File: src/rtl/fifo_key_ctrl.sv
// Pushbutton front end for a FIFO: synchronizes and debounces a write and a read
// button, and turns each accepted press into one registered strobe or reject pulse.

module fifo_key_deb #(
  parameter int unsigned DEB_CYCLES = 16,
  parameter int unsigned CNT_W      = 8
) (
  input  logic i_clk,
  input  logic i_rst_n,
  input  logic i_btn,
  output logic o_fire
);

  typedef enum logic [2:0] {IDLE, DEB_PRESS, FIRE, HELD, DEB_REL} state_t;

  localparam logic [CNT_W-1:0] LP_LAST = CNT_W'(DEB_CYCLES - 1);

  logic [1:0]       r_sync;
  logic             w_btn_s;
  state_t           r_state, w_next;
  logic [CNT_W-1:0] r_cnt, w_cnt_next;

  assign w_btn_s = r_sync[1];

  always_ff @(posedge i_clk or negedge i_rst_n) begin
    if (!i_rst_n) begin
      r_sync  <= '0;
      r_state <= IDLE;
      r_cnt   <= '0;
    end else begin
      r_sync  <= {r_sync[0], i_btn};
      r_state <= w_next;
      r_cnt   <= w_cnt_next;
    end
  end

  // o_fire marks the edge that enters FIRE; the parent registers its outputs there
  always_comb begin
    w_next     = r_state;
    w_cnt_next = r_cnt;
    o_fire     = 1'b0;
    unique case (r_state)
      IDLE: begin
        if (w_btn_s) begin
          w_next     = DEB_PRESS;
          w_cnt_next = '0;
        end
      end
      DEB_PRESS: begin
        if (!w_btn_s) begin
          w_next = IDLE;
        end else if (r_cnt == LP_LAST) begin
          w_next = FIRE;
          o_fire = 1'b1;
        end else begin
          w_cnt_next = r_cnt + 1'b1;
        end
      end
      FIRE: w_next = HELD;
      HELD: begin
        if (!w_btn_s) begin
          w_next     = DEB_REL;
          w_cnt_next = '0;
        end
      end
      DEB_REL: begin
        if (w_btn_s) begin
          w_next = HELD;
        end else if (r_cnt == LP_LAST) begin
          w_next = IDLE;
        end else begin
          w_cnt_next = r_cnt + 1'b1;
        end
      end
      default: w_next = IDLE;
    endcase
  end

endmodule

module fifo_key_ctrl #(
  parameter int unsigned WIDTH      = 4,
  parameter int unsigned DEB_CYCLES = 16,
  parameter int unsigned CNT_W      = 8
) (
  input  logic             clock,
  input  logic             reset,
  input  logic             btn_wr,
  input  logic             btn_rd,
  input  logic [WIDTH-1:0] sw_data,
  input  logic             fifo_full,
  input  logic             fifo_empty,
  output logic             write,
  output logic             read,
  output logic [WIDTH-1:0] fifo_in,
  output logic             wr_reject,
  output logic             rd_reject
);

  logic w_wr_fire, w_rd_fire;
  logic r_write, r_read, r_wr_reject, r_rd_reject;
  logic [WIDTH-1:0] r_fifo_in;

  fifo_key_deb #(.DEB_CYCLES(DEB_CYCLES), .CNT_W(CNT_W)) u_deb_wr (
    .i_clk   (clock),
    .i_rst_n (reset),
    .i_btn   (btn_wr),
    .o_fire  (w_wr_fire)
  );

  fifo_key_deb #(.DEB_CYCLES(DEB_CYCLES), .CNT_W(CNT_W)) u_deb_rd (
    .i_clk   (clock),
    .i_rst_n (reset),
    .i_btn   (btn_rd),
    .o_fire  (w_rd_fire)
  );

  // Flags are looked at only on the FIRE-entry edge, so later flag changes cannot retrigger
  always_ff @(posedge clock or negedge reset) begin
    if (!reset) begin
      r_write     <= 1'b0;
      r_read      <= 1'b0;
      r_wr_reject <= 1'b0;
      r_rd_reject <= 1'b0;
      r_fifo_in   <= '0;
    end else begin
      r_write     <= w_wr_fire & ~fifo_full;
      r_wr_reject <= w_wr_fire &  fifo_full;
      r_read      <= w_rd_fire & ~fifo_empty;
      r_rd_reject <= w_rd_fire &  fifo_empty;
      if (w_wr_fire && !fifo_full) begin
        r_fifo_in <= sw_data;
      end
    end
  end

  assign write     = r_write;
  assign read      = r_read;
  assign wr_reject = r_wr_reject;
  assign rd_reject = r_rd_reject;
  assign fifo_in   = r_fifo_in;

endmodule

File: config.mk
export PLATFORM = sky130hd
export DESIGN_NAME = fifo_key_ctrl
export DESIGN_NICKNAME = d
export VERILOG_FILES = /design/src/rtl/fifo_key_ctrl.sv
export SDC_FILE = /design/constraint.sdc
export NUM_CORES = 1
export LEC_CHECK = 0
export ABC_AREA = 1
export CELL_PAD_IN_SITES_DETAIL_PLACEMENT = 1
export CELL_PAD_IN_SITES_GLOBAL_PLACEMENT = 1
export CORE_UTILIZATION = 43
export CTS_BUF_LIST = sky130_fd_sc_hd__clkbuf_8
export CTS_CLUSTER_DIAMETER = 50
export DETAILED_ROUTE_END_ITERATION = 12
export DONT_BUFFER_PORTS = 1
export PLACE_DENSITY = 0.81
export SYNTH_ARGS = -nofsm -noshare
export SYNTH_HDL_FRONTEND = slang
export SYNTH_SLANG_ARGS = --single-unit
File: constraint.sdc
create_clock -name clock -period 1.4 [get_ports clock]
set_input_delay 0.14 -clock clock [delete_from_list [all_inputs] [get_ports clock]]
set_output_delay 0.14 -clock clock [all_outputs]
set_load 0.02 [all_outputs]
== Yosys cells after proc, flatten, opt, wreduce, memory -nomap -nowiden ==
Cells that the tools add are included.

* Register bits: 34
* Word-level logic and storage cells: 83
* Output and inout port bits: 8

* Muxes and demuxes: 32
* Equality and inequality tests: 22
* Reduce and logical (&&, ||, !) cells: 10
* Add/sub/neg operators: 2
* Bitwise gates (word level): 6

{| class="wikitable"
|+ Operators by type and width
! operator !! number
|-
| $mux 8 || 10
|-
| $pmux 8 s4 || 2
|-
| $mux 3 || 12
|-
| $pmux 3 s5 || 2
|-
| $add 8x1->8 const B || 2
|-
| $eq 8x4->1 const B || 2
|-
| $eq 3x2->1 const B || 4
|-
| $reduce_and 5->1 || 2
|-
| $ne 2x1->1 const B || 4
|-
| $ne 2x2->1 const B || 4
|-
| $reduce_and 4->1 || 2
|-
| $reduce_bool 4->1 || 2
|-
| $eq 3x1->1 const B || 2
|-
| $eq 3x3->1 const B || 2
|-
| $logic_not 3->1 || 2
|-
| $mux 1 || 6
|-
| $ne 3x1->1 const B || 2
|-
| $ne 3x3->1 const B || 2
|-
| $and 1x1->1 || 4
|-
| $not 1->1 || 2
|-
| $logic_and 1x1->1 || 1
|-
| $logic_not 1->1 || 1
|}

== Longest topological paths before layout ==
* Word-level depth: 5
* Depth in mapped cells: 10
* Depth with buffers taken out: 10

== Modules after synthesis ==
From an unflattened synthesis, not the netlist that was laid out.

* Cell total of the unflattened synthesis: 247
* Area, all modules: 1813.0 um^2

{| class="wikitable"
|+ By module, submodules not included
! module !! cells each !! instances !! sequential area each (um^2) !! area an instance (um^2)
|-
| fifo_key_deb || 109 || 2 || 325.3 || 763.2
|-
| fifo_key_ctrl || 29 || 1 || 200.2 || 286.5
|}

== Worst setup path after synthesis ==
Ideal clock, no wire load.

* Path type: flip-flop to flip-flop
* Start: register u_deb_wr.r_cnt[0]
* End: register u_deb_wr.r_state[2]
* Buffers on the path: 0
* Slack: 0.090 ns
* Data required time: 1.283 ns
* Arrival time: 1.193 ns
* Stages on the path, launching flop included: 11
* Cell sequence: dfrtp_1 ha_1 nand2_1 nor2_2 inv_2 nor2_8 inv_4 nand2_2 nand2_1 nand2_1 nand2_1

* Cells in the longest elaborated chain, start to end: 3

{| class="wikitable"
|+ RTL lines
! element !! RTL line !! RTL
|-
| start: declaration || 21 || <nowiki>logic [CNT_W-1:0] r_cnt, w_cnt_next;</nowiki>
|-
| start signal: assignment || 33 || <nowiki>r_cnt <= w_cnt_next;</nowiki>
|-
| $eq 8x4->1 (*) || 52, 69 ||
|-
| $ne 3x1->1 (no source line) / $ne 3x3->1 (equally long branches) || - ||
|-
| $reduce_and 4->1 (no source line) (*) || - ||
|-
| end signal: assignment || 32 || <nowiki>r_state <= w_next;</nowiki>
|-
| end: declaration || 20 || <nowiki>state_t r_state, w_next;</nowiki>
|}

Every way passes the cells marked *; elsewhere a longest branch is shown, timed or not.
A chain may end at the register's enable or synchronous reset.

== Final worst setup path ==
* Start: register u_deb_wr.r_cnt[0]
* End: register r_fifo_in[3] (netlist: fifo_in[3])

* Cells in the longest elaborated chain, start to end: 5

{| class="wikitable"
|+ RTL lines
! element !! RTL line !! RTL
|-
| $eq 8x4->1 || 52 || <nowiki>end else if (r_cnt == LP_LAST) begin</nowiki>
|-
| $mux 1 || 52 ||
|-
| $mux 1 || 50 || <nowiki>if (!w_btn_s) begin</nowiki>
|-
| $mux 1 || 42 || <nowiki>unique case (r_state)</nowiki>
|-
| $logic_and 1x1->1 || 131 || <nowiki>if (w_wr_fire && !fifo_full) begin</nowiki>
|-
| end signal: assignment || 132 || <nowiki>r_fifo_in <= sw_data;</nowiki>
|-
| end: declaration || 102 || <nowiki>logic [WIDTH-1:0] r_fifo_in;</nowiki>
|}

No other way between the ends.

==> impl_metrics.py <==
metrics = {
    "pwr": {
        "swShare_pct": 43.1,
        "seqPwrFrac_pct": 35.0,
        "internal_power_mw": 2.09,
        "power.share.combinational_pct": 43.8,
        "powerDensity_nw_per_um2": 1540,
        "p_total_mw": 3.68,
        "ir_drop_mv": 0.914,
        "p_leak_nw": 1.26,
        "power_frac_clock_pct": 21.3,
        "p_switching_mw": 1.59,
    },
    "cts": {
        "clk_pin_slew_ns": 0.08,
        "clockRootBuffer": "clkbuf_8",
        "cts.path.max_buffers": 2,
        "htreeDepth": 2,
        "cts-buffers-inserted": 5,
        "numClockSinks": 34,
        "tritoncts": "built",
        "clk_latency_ns": 0.30,
    },
    "floorplan": {
        "fp.coreArea_um2": 4060,
        "dieArea_um2": 4560,
        "die_w_um": 67.5,
        "ios": 18,
        "initial_core_util_pct": 45.5,
        "rows": 23,
        "fp.dieH_um": 67.5,
    },
    "detailed_routing": {
        "routed_via_density": 5.15,
        "routedLengthMet1_mm": 2.14,
        "antenna_left": 0,
        "drc": 0,
        "wl_met3_um": 118,
        "wirelength_mm": 5.16,
        "drtIter0Drc": 92,
        "dr.pass1.iters": 4,
        "wl_per_cell_um": 16.1,
        "highest_layer": "met4",
        "wl_met2_mm": 2.80,
        "num_vias": 1653,
    },
    "synthesis": {
        "mappedNetlistArea_um2": 1850,
        "syn_nets": 253,
        "syn_inst": 241,
        "synth_warnings": 0,
        "synthTopCellsByArea": "dfrtp_1, nand2_1, nand3_1",
        "yosys-top-cells-count": "nand2_1, dfrtp_1, inv_1, nand3_1, nor2_1",
        "async_flop_share_pct": 100,
        "synth.largest_area_cell": "dfrtp_1",
        "synth_seq_cells": 34,
        "synthMostInstantiatedCell": "nand2_1",
        "synth_ff_type": "dfrtp_1",
        "synth_edf_count": 0,
        "synthDistinctLibCells": 23,
        "yosysSeqAreaShare_pct": 46.1,
        "avgSynthCellArea_um2": 7.66,
        "synth_top_area_share_pct": 46.1,
    },
    "worst_hold_path": {
        "whs_path_depth": 2,
        "min_to": "wr_reject",
        "hold_class": "primary input to register",
        "min-delay-start": "fifo_full",
    },
    "timing": {
        "maxSlewHeadroom_pct": 82.9,
        "rsz0062_at_grt": "true",
        "min_period_ns": 1.43,
        "tns_ns": -0.147,
        "fin_crit_sh_pct": 102,
        "clock-skew-final_ns": 0.00583,
        "fmax_mhz": 699,
        "hold_violations": 0,
        "drv_slew": 0,
        "tightest_slew_ns": 0.255,
        "setup_viol": 10,
        "setup_slack_ns": -0.0297,
        "holdWs_ns": 0.0352,
    },
    "worst_setup_path": {
        "critical-path-slowest-cell": "dfrtp_1",
        "cp.required_ns": 1.64,
        "end_kind": "register",
        "cp_common_cell": "nand2_2",
        "arrival_ns": 1.67,
        "reg2reg_slack_ns": -0.03,
        "path_delay_family": "simple AND/OR/NAND/NOR gates",
        "rr_worst_depth": 9,
        "max_stage_delay_ns": 0.37,
        "reg2reg_to": "fifo_in[3]",
        "r2r_start": "u_deb_wr.r_cnt[0]",
        "path_cells": "ha_2, nand2_2, nor2_2, inv_2, nor2_8, nand3_4, inv_4, nand2_2, nand2_1",
        "crit_path_start_kind": "register",
        "critical_path_buf_inv_count": 2,
        "critical_path_class": "register to register",
        "critPathMaxFanout": 5,
    },
    "finish": {
        "nets": 282,
        "fin_util_pct": 59.0,
        "synthToLayoutAreaGrowth_pct": 29.7,
        "drive_above_1_share_pct": 36.2,
        "diodes": 0,
        "stdcell_count": 321,
        "final_area_um2": 2390,
    },
    "grt": {
        "track_usage_pct": 22.4,
        "grt_max_degree": 35,
        "antenna_found_initial": 0,
        "grt_pass1_wl_mm": 7.33,
        "grt_pass1_vias": 1613,
        "overflow": 0,
    },
    "placed_design": {
        "place_ws_ns": -0.0237,
        "hpwl_mm": 2.99,
        "port_buffers": 0,
        "place_area_um2": 1950,
        "place.gp.congestion": 0.790,
        "place_inst": 296,
    },
    "run_status": {
        "outcome": "complete, but fails checks",
        "violations": "negative setup slack",
    },
    "job": {
        "max_cap_violations": 0,
    },
}
## how the worst max path moves through the flow
| stage | start | end | slack, ns | cells past startpoint |
|---|---|---|---|---|
| floorplan | u_deb_wr.r_cnt[0] | u_deb_wr.r_state[2] | 0.09 | 10 |
| global placement | u_deb_rd.r_cnt[1] | u_deb_rd.r_cnt[7] | 0.004 | 10 |
| detailed placement | u_deb_rd.r_cnt[1] | u_deb_rd.r_cnt[3] | -0.02 | 10 |
| CTS | u_deb_rd.r_cnt[0] | u_deb_rd.r_cnt[4] | 0.009 | 9 |
| global route | u_deb_wr.r_cnt[0] | u_deb_wr.r_cnt[6] | -0.14 | 8 |
| finish | u_deb_wr.r_cnt[0] | fifo_in[3] | -0.03 | 9 |
## final cells by class
type | count | area (um^2)
repair buffers | 22 | 198
clock inverters | 2 | 8.76
fillers | 501 | 1660
well taps | 50 | 62.6
clock buffers | 6 | 82.6
inverters | 33 | 141
multi-input cells | 174 | 1040
flip-flops and latches | 34 | 857
## per-layer routing
metal,GRT usage (%),vias up
met5,0,-
met4,11.2,0
met2,37.6,21
met1,26.5,822
met3,5.41,12
li1,-,798
## repair_timing
item                                   in CTS  in global routing
setup endpoints to repair                  12                 27
buffers inserted                            4                  4
hold buffers                                9                  0
resized for setup                           6                 62
endpoints found under the hold margin      42                  0
pin swaps                                   4                 19
## registers in the layout (all words and copies together), names as in the netlist
signal and cells:
wr_reject 1, write 1, fifo_in 4, u_deb_rd.r_state 3
u_deb_wr.r_sync 2, u_deb_rd.r_cnt 8, u_deb_rd.r_sync 2, u_deb_wr.r_state 3
rd_reject 1, u_deb_wr.r_cnt 8, read 1
## power by group through the flow
stage / Sequential, mW / Combinational, mW / Clock [mW]
after floorplan: 1.24 / 0.878 / 0
after global placement: 1.26 / 1.12 / 0
after global routing: 1.31 / 1.78 / 0.829
after detailed placement: 1.27 / 1.15 / 0
final: 1.29 / 1.61 / 0.783
after CTS: 1.25 / 1.26 / 0.779
## cells by family after synthesis
group,share of synthesized area (%)
flip-flops,46.1
adder cells (fa/ha/maj),1.36
AND/OR/NAND/NOR,41.2
AO/OA/AOI/OAI,0.678
buffers and inverters,6.92
XOR/XNOR,3.80
## cell usage in the layout (no fill, tap or decap), types with 2 or more instances in the layout
master,netlist,layout
buf_4,0,13
clkbuf_8,0,6
dfrtp_1,34,29
dfrtp_2,0,5
dlygate4sd3_1,0,8
ha_2,0,2
inv_1,24,22
inv_2,7,8
inv_4,1,2
nand2_1,99,64
nand2_2,4,33
nand2_4,2,6
nand2_8,0,2
nand3_1,24,23
nand3_2,2,3
nand4_1,5,5
nor2_1,15,12
nor2_2,5,4
nor2_4,2,6
xnor2_1,3,3
xor2_1,5,5
Note: power is estimated with default switching activity, not from simulation.
